**src/rtl/sram_stream_reader.sv**
```systemverilog
// Wishbone burst-read master that streams bytes from the QSPI SRAM controller into a byte FIFO.
// Latency: a byte is on data_o the cycle after its ack; bursts are cut short so the FIFO never overflows.
// Backpressure: ready_i low fills the FIFO, which ends the burst and parks the bus in PAUSE.
module sram_stream_reader #(
  parameter int FIFO_DEPTH = 4,
  parameter int LEN_WIDTH  = 16
) (
  input  logic                 clk_i,
  input  logic                 rst_i,
  input  logic                 start_i,
  input  logic [23:0]          start_adr_i,
  input  logic [LEN_WIDTH-1:0] length_i,
  output logic                 busy_o,
  output logic                 done_o,
  output logic                 error_o,
  output logic [7:0]           data_o,
  output logic                 valid_o,
  input  logic                 ready_i,
  output logic                 cyc_o,
  output logic                 stb_o,
  output logic [23:0]          adr_o,
  output logic                 we_o,
  output logic [2:0]           cti_o,
  output logic [1:0]           bte_o,
  input  logic                 ack_i,
  input  logic [7:0]           dat_i,
  input  logic                 err_i
);

  localparam int CW = $clog2(FIFO_DEPTH) + 1;

  typedef enum logic [1:0] {
    S_IDLE,
    S_BURST,
    S_PAUSE,
    S_DRAIN
  } state_t;

  state_t               state_q, state_d;
  logic [23:0]          adr_q, adr_d;
  logic [LEN_WIDTH-1:0] rem_q, rem_d;
  logic                 cyc_q, cyc_d;
  logic                 err_q, err_d;
  logic                 done_q, done_d;

  logic [CW-1:0]        fifo_cnt;
  logic [CW-1:0]        free_slots;
  logic [7:0]           fifo_head;
  logic                 fifo_push;
  logic                 fifo_pop;
  logic                 fifo_flush;
  logic                 last_beat;

  // Free-slot count ignores a pop in the same cycle, so the cut-off is conservative.
  assign free_slots = CW'(FIFO_DEPTH) - fifo_cnt;
  assign last_beat  = (rem_q == LEN_WIDTH'(1)) || (free_slots == CW'(1));

  always_ff @(posedge clk_i or posedge rst_i) begin
    if (rst_i) begin
      state_q <= S_IDLE;
      adr_q   <= 24'h000000;
      rem_q   <= '0;
      cyc_q   <= 1'b0;
      err_q   <= 1'b0;
      done_q  <= 1'b0;
    end else begin
      state_q <= state_d;
      adr_q   <= adr_d;
      rem_q   <= rem_d;
      cyc_q   <= cyc_d;
      err_q   <= err_d;
      done_q  <= done_d;
    end
  end

  always_comb begin
    state_d    = state_q;
    adr_d      = adr_q;
    rem_d      = rem_q;
    cyc_d      = cyc_q;
    err_d      = err_q;
    done_d     = 1'b0;
    fifo_push  = 1'b0;
    fifo_flush = 1'b0;

    case (state_q)
      S_IDLE: begin
        if (start_i) begin
          if (length_i != '0) begin
            adr_d   = start_adr_i;
            rem_d   = length_i;
            err_d   = 1'b0;
            cyc_d   = 1'b1;
            state_d = S_BURST;
          end else begin
            done_d = 1'b1;
          end
        end
      end

      S_BURST: begin
        if (cyc_q && err_i) begin
          cyc_d      = 1'b0;
          fifo_flush = 1'b1;
          err_d      = 1'b1;
          done_d     = 1'b1;
          state_d    = S_IDLE;
        end else if (cyc_q && ack_i) begin
          fifo_push = 1'b1;
          adr_d     = adr_q + 24'd1;
          rem_d     = rem_q - 1'b1;
          if (last_beat) begin
            cyc_d   = 1'b0;
            state_d = (rem_q == LEN_WIDTH'(1)) ? S_DRAIN : S_PAUSE;
          end
        end
      end

      S_PAUSE: begin
        // Restart with a fresh address phase once half the FIFO is free.
        if (free_slots >= CW'(FIFO_DEPTH / 2)) begin
          cyc_d   = 1'b1;
          state_d = S_BURST;
        end
      end

      S_DRAIN: begin
        if (fifo_cnt == '0) begin
          done_d  = 1'b1;
          state_d = S_IDLE;
        end
      end

      default: begin
        state_d = S_IDLE;
        cyc_d   = 1'b0;
      end
    endcase
  end

  assign fifo_pop = valid_o && ready_i;

  sram_stream_fifo #(
    .DEPTH (FIFO_DEPTH)
  ) u_fifo (
    .clk_i      (clk_i),
    .rst_i      (rst_i),
    .flush_i    (fifo_flush),
    .push_i     (fifo_push),
    .push_dat_i (dat_i),
    .pop_i      (fifo_pop),
    .head_o     (fifo_head),
    .count_o    (fifo_cnt)
  );

  assign busy_o  = (state_q != S_IDLE);
  assign done_o  = done_q;
  assign error_o = err_q;
  assign data_o  = fifo_head;
  assign valid_o = (fifo_cnt != '0);
  assign cyc_o   = cyc_q;
  assign stb_o   = cyc_q;
  assign adr_o   = adr_q;
  assign we_o    = 1'b0;
  assign cti_o   = (cyc_q && !last_beat) ? 3'b010 : 3'b111;
  assign bte_o   = 2'b00;

endmodule

// First-word-fall-through byte FIFO with synchronous flush.
// Latency: a pushed byte is visible at head_o the next cycle, also when pushed into an empty FIFO.
// Backpressure: none internally; pushes into a full FIFO without a pop are dropped and flagged.
module sram_stream_fifo #(
  parameter int DEPTH = 4
) (
  input  logic                     clk_i,
  input  logic                     rst_i,
  input  logic                     flush_i,
  input  logic                     push_i,
  input  logic [7:0]               push_dat_i,
  input  logic                     pop_i,
  output logic [7:0]               head_o,
  output logic [$clog2(DEPTH):0]   count_o
);

  localparam int AW = $clog2(DEPTH);
  localparam int CW = AW + 1;

  logic [7:0]    mem_q [DEPTH];
  logic [AW-1:0] wr_q, rd_q;
  logic [CW-1:0] cnt_q;
  logic          full;
  logic          pop_ok;
  logic          push_ok;

  assign full    = (cnt_q == CW'(DEPTH));
  assign pop_ok  = pop_i && (cnt_q != '0);
  assign push_ok = push_i && (!full || pop_ok);

  always_ff @(posedge clk_i or posedge rst_i) begin
    if (rst_i) begin
      wr_q  <= '0;
      rd_q  <= '0;
      cnt_q <= '0;
    end else if (flush_i) begin
      wr_q  <= '0;
      rd_q  <= '0;
      cnt_q <= '0;
    end else begin
      if (push_ok) begin
        wr_q <= wr_q + 1'b1;
      end
      if (pop_ok) begin
        rd_q <= rd_q + 1'b1;
      end
      case ({push_ok, pop_ok})
        2'b10:   cnt_q <= cnt_q + 1'b1;
        2'b01:   cnt_q <= cnt_q - 1'b1;
        default: cnt_q <= cnt_q;
      endcase
    end
  end

  always_ff @(posedge clk_i) begin
    if (push_ok && !flush_i) begin
      mem_q[wr_q] <= push_dat_i;
    end
  end

  no_overflow_a : assert property (@(posedge clk_i) disable iff (rst_i)
    !(push_i && full && !pop_ok));

  assign head_o  = (cnt_q != '0) ? mem_q[rd_q] : 8'h00;
  assign count_o = cnt_q;

endmodule

```
**config.mk**
```make
export PLATFORM = sky130hd
export DESIGN_NAME = sram_stream_reader
export DESIGN_NICKNAME = d
export VERILOG_FILES = /design/src/rtl/sram_stream_reader.sv
export SDC_FILE = /design/constraint.sdc
export NUM_CORES = 1
export LEC_CHECK = 0
export ABC_CLOCK_PERIOD_IN_PS = 6230
export BUFFER_PORTS_ARGS = -buffer_cell sky130_fd_sc_hd__buf_2
export CAP_MARGIN = 40
export CORE_AREA = 2 2 96 98
export CTS_BUF_LIST = sky130_fd_sc_hd__clkbuf_4
export CTS_CLUSTER_SIZE = 16
export DETAILED_ROUTE_END_ITERATION = 10
export DIE_AREA = 0 0 98 100
export HOLD_SLACK_MARGIN = 0.06
export PLACE_DENSITY = 0.78
export SETUP_SLACK_MARGIN = 0.5
export SYNTH_ARGS = -nofsm -noshare
export SYNTH_HDL_FRONTEND = slang
export SYNTH_SLANG_ARGS = --single-unit
export TNS_END_PERCENT = 50
```
**constraint.sdc**
```tcl
create_clock -name clk_i -period 6.23 [get_ports clk_i]
set_input_delay 0.623 -clock clk_i [delete_from_list [all_inputs] [get_ports clk_i]]
set_output_delay 0.623 -clock clk_i [all_outputs]
set_load 0.05 [all_outputs]
```
* Word level (Yosys, flattened, before mapping)
Memory sizes are Yosys's and may differ from the RTL's. Cells that the tools add are included.
Word-level totals: output and inout port bits 44, bits in writable memories 32, bits in read-only memories 0, word-level logic and storage cells 110, memories kept 1, bits in registers 52, bits of input ports 54, bits in latches 0
Cells by class: add/sub/neg operators 7, order comparisons 1, divide/modulo/power cells 0, multiplexer cells 49, reduce and logical (&&, ||, !) cells 26, bitwise logic cells 0, multipliers 0, equality and inequality tests 17, shift operators 0
Memories:
- u_fifo.mem_q | words 4, width 8, rd ports 1, clocked after Yosys merged registers in 0, wr ports 1, line 189 | logic [7:0] mem_q [DEPTH];
Operators with widths (number):
- $mux 24 | 4
- $mux 16 | 4
- $pmux 24 s2 | 1
- $pmux 16 s2 | 1
- $add 24x1->24 const B | 1
- $mux 2 | 11
- $mux 1 | 20
- $eq 16x1->1 const B | 1
- $reduce_bool 16->1 | 1
- $sub 16x1->16 const B | 1
- $ne 2x2->1 const B | 7
- $reduce_and 6->1 | 2
- $reduce_bool 3->1 | 3
- $mux 8 | 1
- $pmux 2 s4 | 1
- $reduce_bool 2->1 | 4
- $logic_and 1x1->1 | 7
- $eq 2x2->1 const B | 3
- $mux 3 | 2
- $ne 3x3->1 const B | 2
- $pmux 1 s3 | 2
- $pmux 3 s2 | 1
- $reduce_and 5->1 | 1
- $add 2x1->2 const B | 2
- other kinds (13) | 17

* Longest topological paths before layout
Gate-level depths: netlist (run 1).
depth in word-level cells 8, gate-level depth with buffers 10, depth with buffers taken out 10

* Modules after synthesis
A second synthesis (run 1) with hierarchy kept.
Second synthesis, totals: cells, all modules 488, area, all modules 4885.9 sq um
By module, submodules not included:
- sram_stream_reader | instances 1, area each 3060.4 sq um, cells each 370
- sram_stream_fifo | instances 1, area each 1825.5 sq um, cells each 118

* Worst setup path before layout (run 1)
Ideal clock, no wire load.
kind reg-to-output, start reg rem_q[8], end out cti_o[2], data arrival time 2.024 ns, buffers on the path 1, path slack 3.583 ns, data required time 5.607 ns, cell stages (with the launch flop) 7, cell sequence dfrtp_1 or3_1 or2_4 nor4_4 a21oi_1 nand2_1 buf_4
Between the ends: cells in the longest elaborated chain, start to end 5
RTL lines:
- start: declaration | line 41 | logic [LEN_WIDTH-1:0] rem_q, rem_d;
- start signal: assignment | line 69 | rem_q <= rem_d;
- $eq 16x1->1 | line 56 | assign last_beat = (rem_q == LEN_WIDTH'(1)) || (free_slots == CW'(1));
- $logic_or 1x1->1 | line 56
- $logic_not 1->1 | line 165 | assign cti_o = (cyc_q && !last_beat) ? 3'b010 : 3'b111;
- $logic_and 1x1->1 | line 165
- $mux 3 | line 165
- end: declaration | line 23 | output logic [2:0] cti_o,
Every way passes these cells.

* Worst setup path in the final report (run 1)
start reg rem_q[11], end out cti_o[0]
The elaborated chain is that of the path after synthesis.

==> results of run 1 <==
==> cells in the mapped netlist, types with 2 or more instances <==
library cell	instances	area [µm²]
a21oi_1	45	225
a22o_1	3	26.3
a22oi_1	4	30.0
a2bb2oi_1	8	70.1
a31oi_1	10	62.6
a32oi_1	2	17.5
a41oi_1	2	17.5
and2_1	14	87.6
and3_1	8	50.1
and4_1	4	35.0
buf_1	2	7.51
buf_2	15	75.1
buf_4	6	45.0
clkbuf_1	13	48.8
conb_1	2	7.51
dfrtp_1	52	1300
edfxtp_1	32	961
ha_1	12	150
inv_1	14	52.6
mux2i_1	4	40.0
mux4_2	8	180
nand2_1	39	146
nand2b_1	2	12.5
nand3_1	14	70.1
nand4_1	7	43.8
nor2_1	31	116
nor2b_1	3	18.8
nor3_1	11	55.1
nor3b_1	4	30.0
nor4_1	9	56.3
nor4b_1	3	26.3
o211ai_1	3	22.5
o21a_1	3	22.5
o21ai_0	42	210
o22a_1	6	52.6
o22ai_1	13	81.3
o31a_1	2	17.5
o32ai_1	2	17.5
or3_1	4	25.0
xnor2_1	2	17.5
==> path summary, 6_finish.rpt <==
path	start	to	slack [ns]	depth (start not counted)
worst max-delay path	rem_q[11]$_DFFE_PP0P_	cti_o[0]	3.20	6
worst min-delay path	rst_i	u_fifo.rd_q[1]$_DFFE_PP0P_	0.33	3
worst max register to register	state_q[0]$_DFFE_PP0P_	u_fifo.mem_q[0][4]$_DFFE_PP_	3.21	5
worst min register to register	rem_q[13]$_DFFE_PP0P_	rem_q[13]$_DFFE_PP0P_	0.54	2
max in group asynchronous	rst_i	rem_q[7]$_DFFE_PP0P_	5.43	3
min in group clk_i	dat_i[2]	u_fifo.mem_q[1][2]$_DFFE_PP_	0.39	1
==> where the power goes <==
part           internal (mW)  leakage [nW]  switching [mW]
Sequential             0.742         0.914           0.230
Clock                 0.0976        0.0796           0.229
Combinational          0.454          1.17            1.02
Total                   1.29          2.16            1.48
==> flip-flops by register name, summed over array words and instances, names as in the netlist <==
name	flops
u_fifo.mem_q	32
adr_o	24
rem_q	16
u_fifo.count_o	3
state_q	2
u_fifo.rd_q	2
u_fifo.wr_q	2
cyc_o	1
done_o	1
error_o	1
==> per-stage QoR <==
step,cells,instance area [µm²]
6_report,665,5310
5_1_grt,665,5310
2_1_floorplan,477,4680
4_1_cts,665,5310
3_3_place_gp,648,5150
3_5_place_dp,649,5160
==> worst max-delay path: stages (launching register included) <==
cell	delay, ns
dfrtp_1	0.46
or3_1	0.43
or2_4	0.27
nor4_4	0.29
a21oi_1	0.10
nand2_1	0.13
buf_2	0.28
==> cells by family after synthesis <==
kind of cell    share of synthesized area
compound gates                      0.197
simple gates                        0.178
xor+xnor                          0.00562
buf+inv                            0.0501
mux                                0.0471
flops                               0.484
fa+ha+maj                          0.0364
other cells                       0.00161
==> layout make-up <==
class	count	area, µm²	share of cell area
clock buffers	9	67.6	0.0127
multi-input cells	342	2200	0.414
repair buffers	98	510	0.0962
inverters	14	52.6	0.00991
well taps	111	139	0.0262
clock inverters	7	76.3	0.0144
flip-flops and latches	84	2260	0.426
==> routing by layer <==
metal / wire length, µm / track usage / up-vias / share of wire
met3: 717 / 0.0334 / 24 / 0.064
li1: - / - / 1917 / -
met4: 211 / 0.0801 / 0 / 0.019
met2: 5430 / 0.379 / 174 / 0.48
met5: 0 / 0 / - / 0
met1: 4920 / 0.329 / 1970 / 0.44
==> impl_metrics.xml, run 1 <==
<?xml version="1.0" encoding="UTF-8"?>
<metrics>
  <group name="status">
    <metric name="run_status" unit="">complete, no violations</metric>
  </group>
  <group name="sta">
    <metric name="hold_viol" unit="">0</metric>
    <metric name="maxSlewViolCount" unit="">0</metric>
    <metric name="finalWorstPathRequiredPeriod" unit="ns">3.03</metric>
    <metric name="finalClockSkew" unit="ns">0.0167</metric>
    <metric name="fin_ws" unit="ns">3.20</metric>
    <metric name="timing.hold.ws" unit="ns">0.330</metric>
    <metric name="max_freq" unit="MHz">330</metric>
    <metric name="setup_tns" unit="ns">0</metric>
    <metric name="timing_worst_slew_pin_value" unit="ns">0.832</metric>
    <metric name="setup_viol_count_final" unit="">0</metric>
    <metric name="rsz0062_at_grt" unit="">no</metric>
    <metric name="timing.slew.headroom" unit="">0.444</metric>
    <metric name="finalCritPeriodShare" unit="">0.486</metric>
  </group>
  <group name="detailed_routing">
    <metric name="drt_iter0_drc" unit="">414</metric>
    <metric name="detail_route.vias_per_cell" unit="">6.14</metric>
    <metric name="drt_wl_total" unit="µm">11300</metric>
    <metric name="total_vias_in_the_final_route" unit="">4085</metric>
    <metric name="drtAntennaViolNets" unit="">0</metric>
    <metric name="drc" unit="">0</metric>
    <metric name="routedWlPerCell" unit="µm">17.0</metric>
    <metric name="drt_pass1_iterations" unit="">5</metric>
  </group>
  <group name="cells_and_area">
    <metric name="final_layout_size_suffix_gt1_frac" unit="">0.233</metric>
    <metric name="fillerInstances" unit="">773</metric>
    <metric name="final_common_cell" unit="">buf_2</metric>
    <metric name="nets" unit="">616</metric>
    <metric name="syn_to_final_growth" unit="%">13.5</metric>
    <metric name="most-common-layout-cells" unit="">93 x buf_2, 52 x dfrtp_1, 45 x a21oi_1, 42 x o21ai_0, 39 x nand2_1</metric>
    <metric name="num_antenna_cells" unit="">0</metric>
    <metric name="postLayoutCoreUtil" unit="">0.597</metric>
  </group>
  <group name="clock_tree">
    <metric name="clock_tree.htree_level_count" unit="">3</metric>
    <metric name="clock_latency" unit="ns">0.44</metric>
    <metric name="tritoncts_sinks" unit="">84</metric>
    <metric name="post_cts.repair.setup_buffers" unit="">0</metric>
    <metric name="cts_buffers" unit="">9</metric>
    <metric name="cts_resized" unit="">0</metric>
    <metric name="clk_pin_slew_worst_paths" unit="ns">0.16</metric>
    <metric name="tritoncts" unit="">done</metric>
    <metric name="cts_buffer_depth" unit="">2</metric>
    <metric name="cts_root_buffer" unit="">clkbuf_4</metric>
    <metric name="cts.hold.buffers_added" unit="">0</metric>
  </group>
  <group name="floorplanning">
    <metric name="num_rows" unit="">35</metric>
    <metric name="die_height" unit="µm">100</metric>
    <metric name="num_io_pins" unit="">98</metric>
    <metric name="starting_density_of_the_core" unit="">0.526</metric>
    <metric name="core_area" unit="µm²">8890</metric>
    <metric name="dieWidth" unit="µm">98</metric>
    <metric name="die-area" unit="µm²">9800</metric>
  </group>
  <group name="worst_setup_path">
    <metric name="worst-path-max-fanout" unit="">5</metric>
    <metric name="critical_path_arrival" unit="ns">2.41</metric>
    <metric name="end_kind" unit="">output pin</metric>
    <metric name="setup.worst_path.class" unit="">flip-flop to output pin</metric>
    <metric name="cp-start-kind" unit="">flip-flop</metric>
    <metric name="data_required_time_at_the_worst_endpoint" unit="ns">5.61</metric>
  </group>
  <group name="power_and_ir_drop">
    <metric name="cellPowerDensity" unit="nW/µm²">522</metric>
    <metric name="ir_drop" unit="mV">0.370</metric>
    <metric name="power.leakage" unit="nW">2.16</metric>
    <metric name="power.total" unit="mW">2.77</metric>
  </group>
  <group name="synthesis">
    <metric name="synth_cell_types" unit="">55</metric>
    <metric name="syn_inst" unit="">475</metric>
    <metric name="ys_seq_area_frac" unit="">0.484</metric>
    <metric name="post_synth_instance_area" unit="µm²">4670</metric>
    <metric name="dominantRegCellSynth" unit="">dfrtp_1</metric>
    <metric name="post_synth_arst_share" unit="">0.619</metric>
    <metric name="synth-warning-count" unit="">0</metric>
    <metric name="synth_seq_cells" unit="">84</metric>
    <metric name="synth_enable_flop_cells" unit="">32</metric>
    <metric name="postSynthAreaPerCell" unit="µm²">9.84</metric>
  </group>
  <group name="flow_run">
    <metric name="drv_cap" unit="">0</metric>
  </group>
  <group name="place">
    <metric name="routabilityCongestion" unit="">0.855</metric>
    <metric name="detailedPlace.worstSlack" unit="ns">3.28</metric>
    <metric name="hpwlAfterDp" unit="µm">7980</metric>
    <metric name="numPortBuffers" unit="">93</metric>
  </group>
  <group name="grt">
    <metric name="grt_pass1_wl" unit="µm">18600</metric>
    <metric name="grt_use_total" unit="">0.234</metric>
    <metric name="first_global_vias" unit="">3836</metric>
    <metric name="pin_count_of_the_biggest_net_entering_global_routing" unit="">53</metric>
    <metric name="gr-total-overflow" unit="">0</metric>
    <metric name="grt_antenna_before_repair" unit="">0</metric>
  </group>
  <group name="min_path">
    <metric name="hp-class" unit="">input port to asynchronous set/reset pin</metric>
  </group>
</metrics>
(Power assumes the default switching activity.)
==> run 2, diff against run 1 <==
Settings changed: ABC_CLOCK_PERIOD_IN_PS 6230 to 2500, CORE_AREA 2 2 96 98 to 2 2 99 101, DIE_AREA 0 0 98 100 to 0 0 101 103, PLACE_DENSITY 0.78 to 0.77.
Clock period 6.23 ns to 2.5 ns, I/O delays scaled along.
==> impl_metrics.xml, run 2 (synthesized netlist as in run 1, its figures left out) <==
<?xml version="1.0" encoding="UTF-8"?>
<metrics>
  <group name="worst_setup_path">
    <metric name="critical_path_arrival" unit="ns">2.21</metric>
    <metric name="data_required_time_at_the_worst_endpoint" unit="ns">2.25</metric>
    <metric name="cp-start-kind" unit="">flip-flop</metric>
    <metric name="worst-path-max-fanout" unit="">3</metric>
    <metric name="end_kind" unit="">output pin</metric>
    <metric name="setup.worst_path.class" unit="">flip-flop to output pin</metric>
  </group>
  <group name="min_path">
    <metric name="hp-class" unit="">input port to flip-flop</metric>
  </group>
  <group name="power_and_ir_drop">
    <metric name="switching_part_of_the_total" unit="">0.493</metric>
    <metric name="part_of_the_power_in_the_clock_network" unit="">0.110</metric>
    <metric name="power.leakage" unit="nW">2.48</metric>
    <metric name="cellPowerDensity" unit="nW/µm²">1340</metric>
    <metric name="power.total" unit="mW">8.07</metric>
    <metric name="ir_drop" unit="mV">0.771</metric>
    <metric name="comb_power_share" unit="">0.597</metric>
    <metric name="internal_power" unit="mW">4.09</metric>
    <metric name="sequential_fraction_of_design_power" unit="">0.293</metric>
    <metric name="power.net_switching" unit="mW">3.98</metric>
  </group>
  <group name="cells_and_area">
    <metric name="final_common_cell" unit="">buf_2</metric>
    <metric name="multiInputGateArea" unit="µm²">2330</metric>
    <metric name="regMostFlops" unit="">u_fifo.mem_q</metric>
    <metric name="most-common-layout-cells" unit="">82 x buf_2, 48 x dfrtp_1, 44 x a21oi_1, 42 x o21ai_0</metric>
    <metric name="postLayoutCoreUtil" unit="">0.637</metric>
    <metric name="final_layout_size_suffix_gt1_frac" unit="">0.340</metric>
    <metric name="max_reg_flops" unit="">32</metric>
    <metric name="syn_to_final_growth" unit="%">29.0</metric>
    <metric name="num_antenna_cells" unit="">0</metric>
    <metric name="register_area" unit="µm²">2270</metric>
    <metric name="final_cell_area" unit="µm²">6030</metric>
    <metric name="finalNonFillerCells" unit="">719</metric>
    <metric name="fillerInstances" unit="">749</metric>
    <metric name="nets" unit="">667</metric>
  </group>
  <group name="sta">
    <metric name="finalWorstPathRequiredPeriod" unit="ns">2.46</metric>
    <metric name="rsz0062_at_grt" unit="">yes</metric>
    <metric name="setup_viol_count_final" unit="">0</metric>
    <metric name="fin_ws" unit="ns">0.0410</metric>
    <metric name="finalClockSkew" unit="ns">0.0202</metric>
    <metric name="hold_viol" unit="">0</metric>
    <metric name="max_freq" unit="MHz">407</metric>
    <metric name="finalCritPeriodShare" unit="">0.984</metric>
    <metric name="maxSlewViolCount" unit="">0</metric>
    <metric name="setup_tns" unit="ns">0</metric>
    <metric name="timing.hold.ws" unit="ns">0.0734</metric>
    <metric name="timing.slew.headroom" unit="">0.564</metric>
    <metric name="timing_worst_slew_pin_value" unit="ns">0.653</metric>
  </group>
  <group name="floorplanning">
    <metric name="die_height" unit="µm">103</metric>
    <metric name="num_io_pins" unit="">98</metric>
    <metric name="core_area" unit="µm²">9460</metric>
    <metric name="dieWidth" unit="µm">101</metric>
    <metric name="num_rows" unit="">36</metric>
    <metric name="starting_density_of_the_core" unit="">0.494</metric>
    <metric name="die-area" unit="µm²">10400</metric>
  </group>
  <group name="detailed_routing">
    <metric name="drtAntennaViolNets" unit="">0</metric>
    <metric name="total_vias_in_the_final_route" unit="">4347</metric>
    <metric name="routedWlPerCell" unit="µm">18.0</metric>
    <metric name="drt_iter0_drc" unit="">396</metric>
    <metric name="drc" unit="">0</metric>
    <metric name="detail_route.vias_per_cell" unit="">6.05</metric>
    <metric name="drt_wl_total" unit="µm">12900</metric>
    <metric name="drt_pass1_iterations" unit="">5</metric>
  </group>
  <group name="clock_tree">
    <metric name="clock_latency" unit="ns">0.47</metric>
    <metric name="cts_root_buffer" unit="">clkbuf_4</metric>
    <metric name="cts_buffers" unit="">9</metric>
    <metric name="tritoncts_sinks" unit="">84</metric>
    <metric name="cts_buffer_depth" unit="">2</metric>
    <metric name="clk_pin_slew_worst_paths" unit="ns">0.16</metric>
    <metric name="tritoncts" unit="">done</metric>
    <metric name="clock_tree.htree_level_count" unit="">3</metric>
  </group>
  <group name="grt">
    <metric name="gr-total-overflow" unit="">0</metric>
    <metric name="grt_pass1_wl" unit="µm">19700</metric>
    <metric name="pin_count_of_the_biggest_net_entering_global_routing" unit="">66</metric>
    <metric name="grt_antenna_before_repair" unit="">0</metric>
    <metric name="grt_use_total" unit="">0.246</metric>
    <metric name="first_global_vias" unit="">3985</metric>
  </group>
  <group name="place">
    <metric name="hpwlAfterDp" unit="µm">8260</metric>
    <metric name="routabilityCongestion" unit="">0.942</metric>
    <metric name="numPortBuffers" unit="">93</metric>
    <metric name="detailedPlace.worstSlack" unit="ns">0.255</metric>
    <metric name="cell_total_after_placement" unit="">656</metric>
    <metric name="post_dp_cell_area" unit="µm²">5210</metric>
  </group>
  <group name="status">
    <metric name="run_status" unit="">complete, no violations</metric>
  </group>
  <group name="flow_run">
    <metric name="drv_cap" unit="">0</metric>
  </group>
</metrics>
-- run 2: changes by cell type in the layout (fill, tap and decap cells not counted), sizes merged --
cell | before | now
clkinvlp | 0 | 2
clkinv | 2 | 1
dlygate4sd3 | 0 | 14
inv | 19 | 18
buf | 98 | 134
bufinv | 0 | 1
-- run 2: worst max-delay path: stages (launching register included) --
cell,delay [ns]
dfrtp_1,0.41
or3_4,0.42
or2_4,0.26
nor4_4,0.27
a21oi_2,0.08
nand2_2,0.14
buf_8,0.16
-- run 2: power groups by stage --
stage	clock network, mW	logic [mW]	registers (mW)
2_1_floorplan	0	2.33	2.95
3_3_place_gp	0	3.64	2.40
3_5_place_dp	0	3.73	2.43
4_1_cts	0.897	4.55	2.33
5_1_grt	0.949	5.16	2.42
6_report	0.886	4.82	2.36
-- run 2: final timing paths --
path,start,end,slack [ns],depth (start not counted)
hold reg to reg,adr_o[21]$_DFFE_PP0P_,adr_o[21]$_DFFE_PP0P_,0.53,1
setup / recovery,rem_q[13]$_DFFE_PP0P_,cti_o[0],0.04,6
min in group asynchronous,rst_i,adr_o[19]$_DFFE_PP0P_,0.40,3
max in group asynchronous,rst_i,u_fifo.rd_q[0]$_DFFE_PP0P_,1.40,4
hold / removal,length_i[10],rem_q[10]$_DFFE_PP0P_,0.07,3
setup reg to reg,u_fifo.count_o[0]$_DFFE_PP0P_,u_fifo.count_o[2]$_DFFE_PP0P_,0.45,10
-- run 2: cell type report --
| cell class | instances | area share |
|---|---|---|
| Multi-Input combinational cell | 342 | 0.387 |
| Sequential cell | 84 | 0.376 |
| Timing Repair Buffer | 148 | 0.177 |
| Tap cell | 114 | 0.0237 |
| Clock inverter | 7 | 0.0152 |
| Clock buffer | 9 | 0.0112 |
| Inverter | 14 | 0.00872 |
| Timing Repair inverter | 1 | 0.00125 |
-- run 2: what timing repair did --
item	CTS	global route
gates cloned	2	0
pin swaps	11	5
buffers inserted	16	15
hold endpoints to repair	65	0
resized for setup	56	18
endpoints found under the setup margin	59	69
hold buffers	14	0
-- run 2: metal layers --
layer	up-vias	GRT usage	share of wire
met5	-	0	0
met1	2091	0.318	0.41
met3	27	0.0488	0.068
met2	191	0.417	0.50
li1	2038	-	-
met4	0	0.0863	0.022
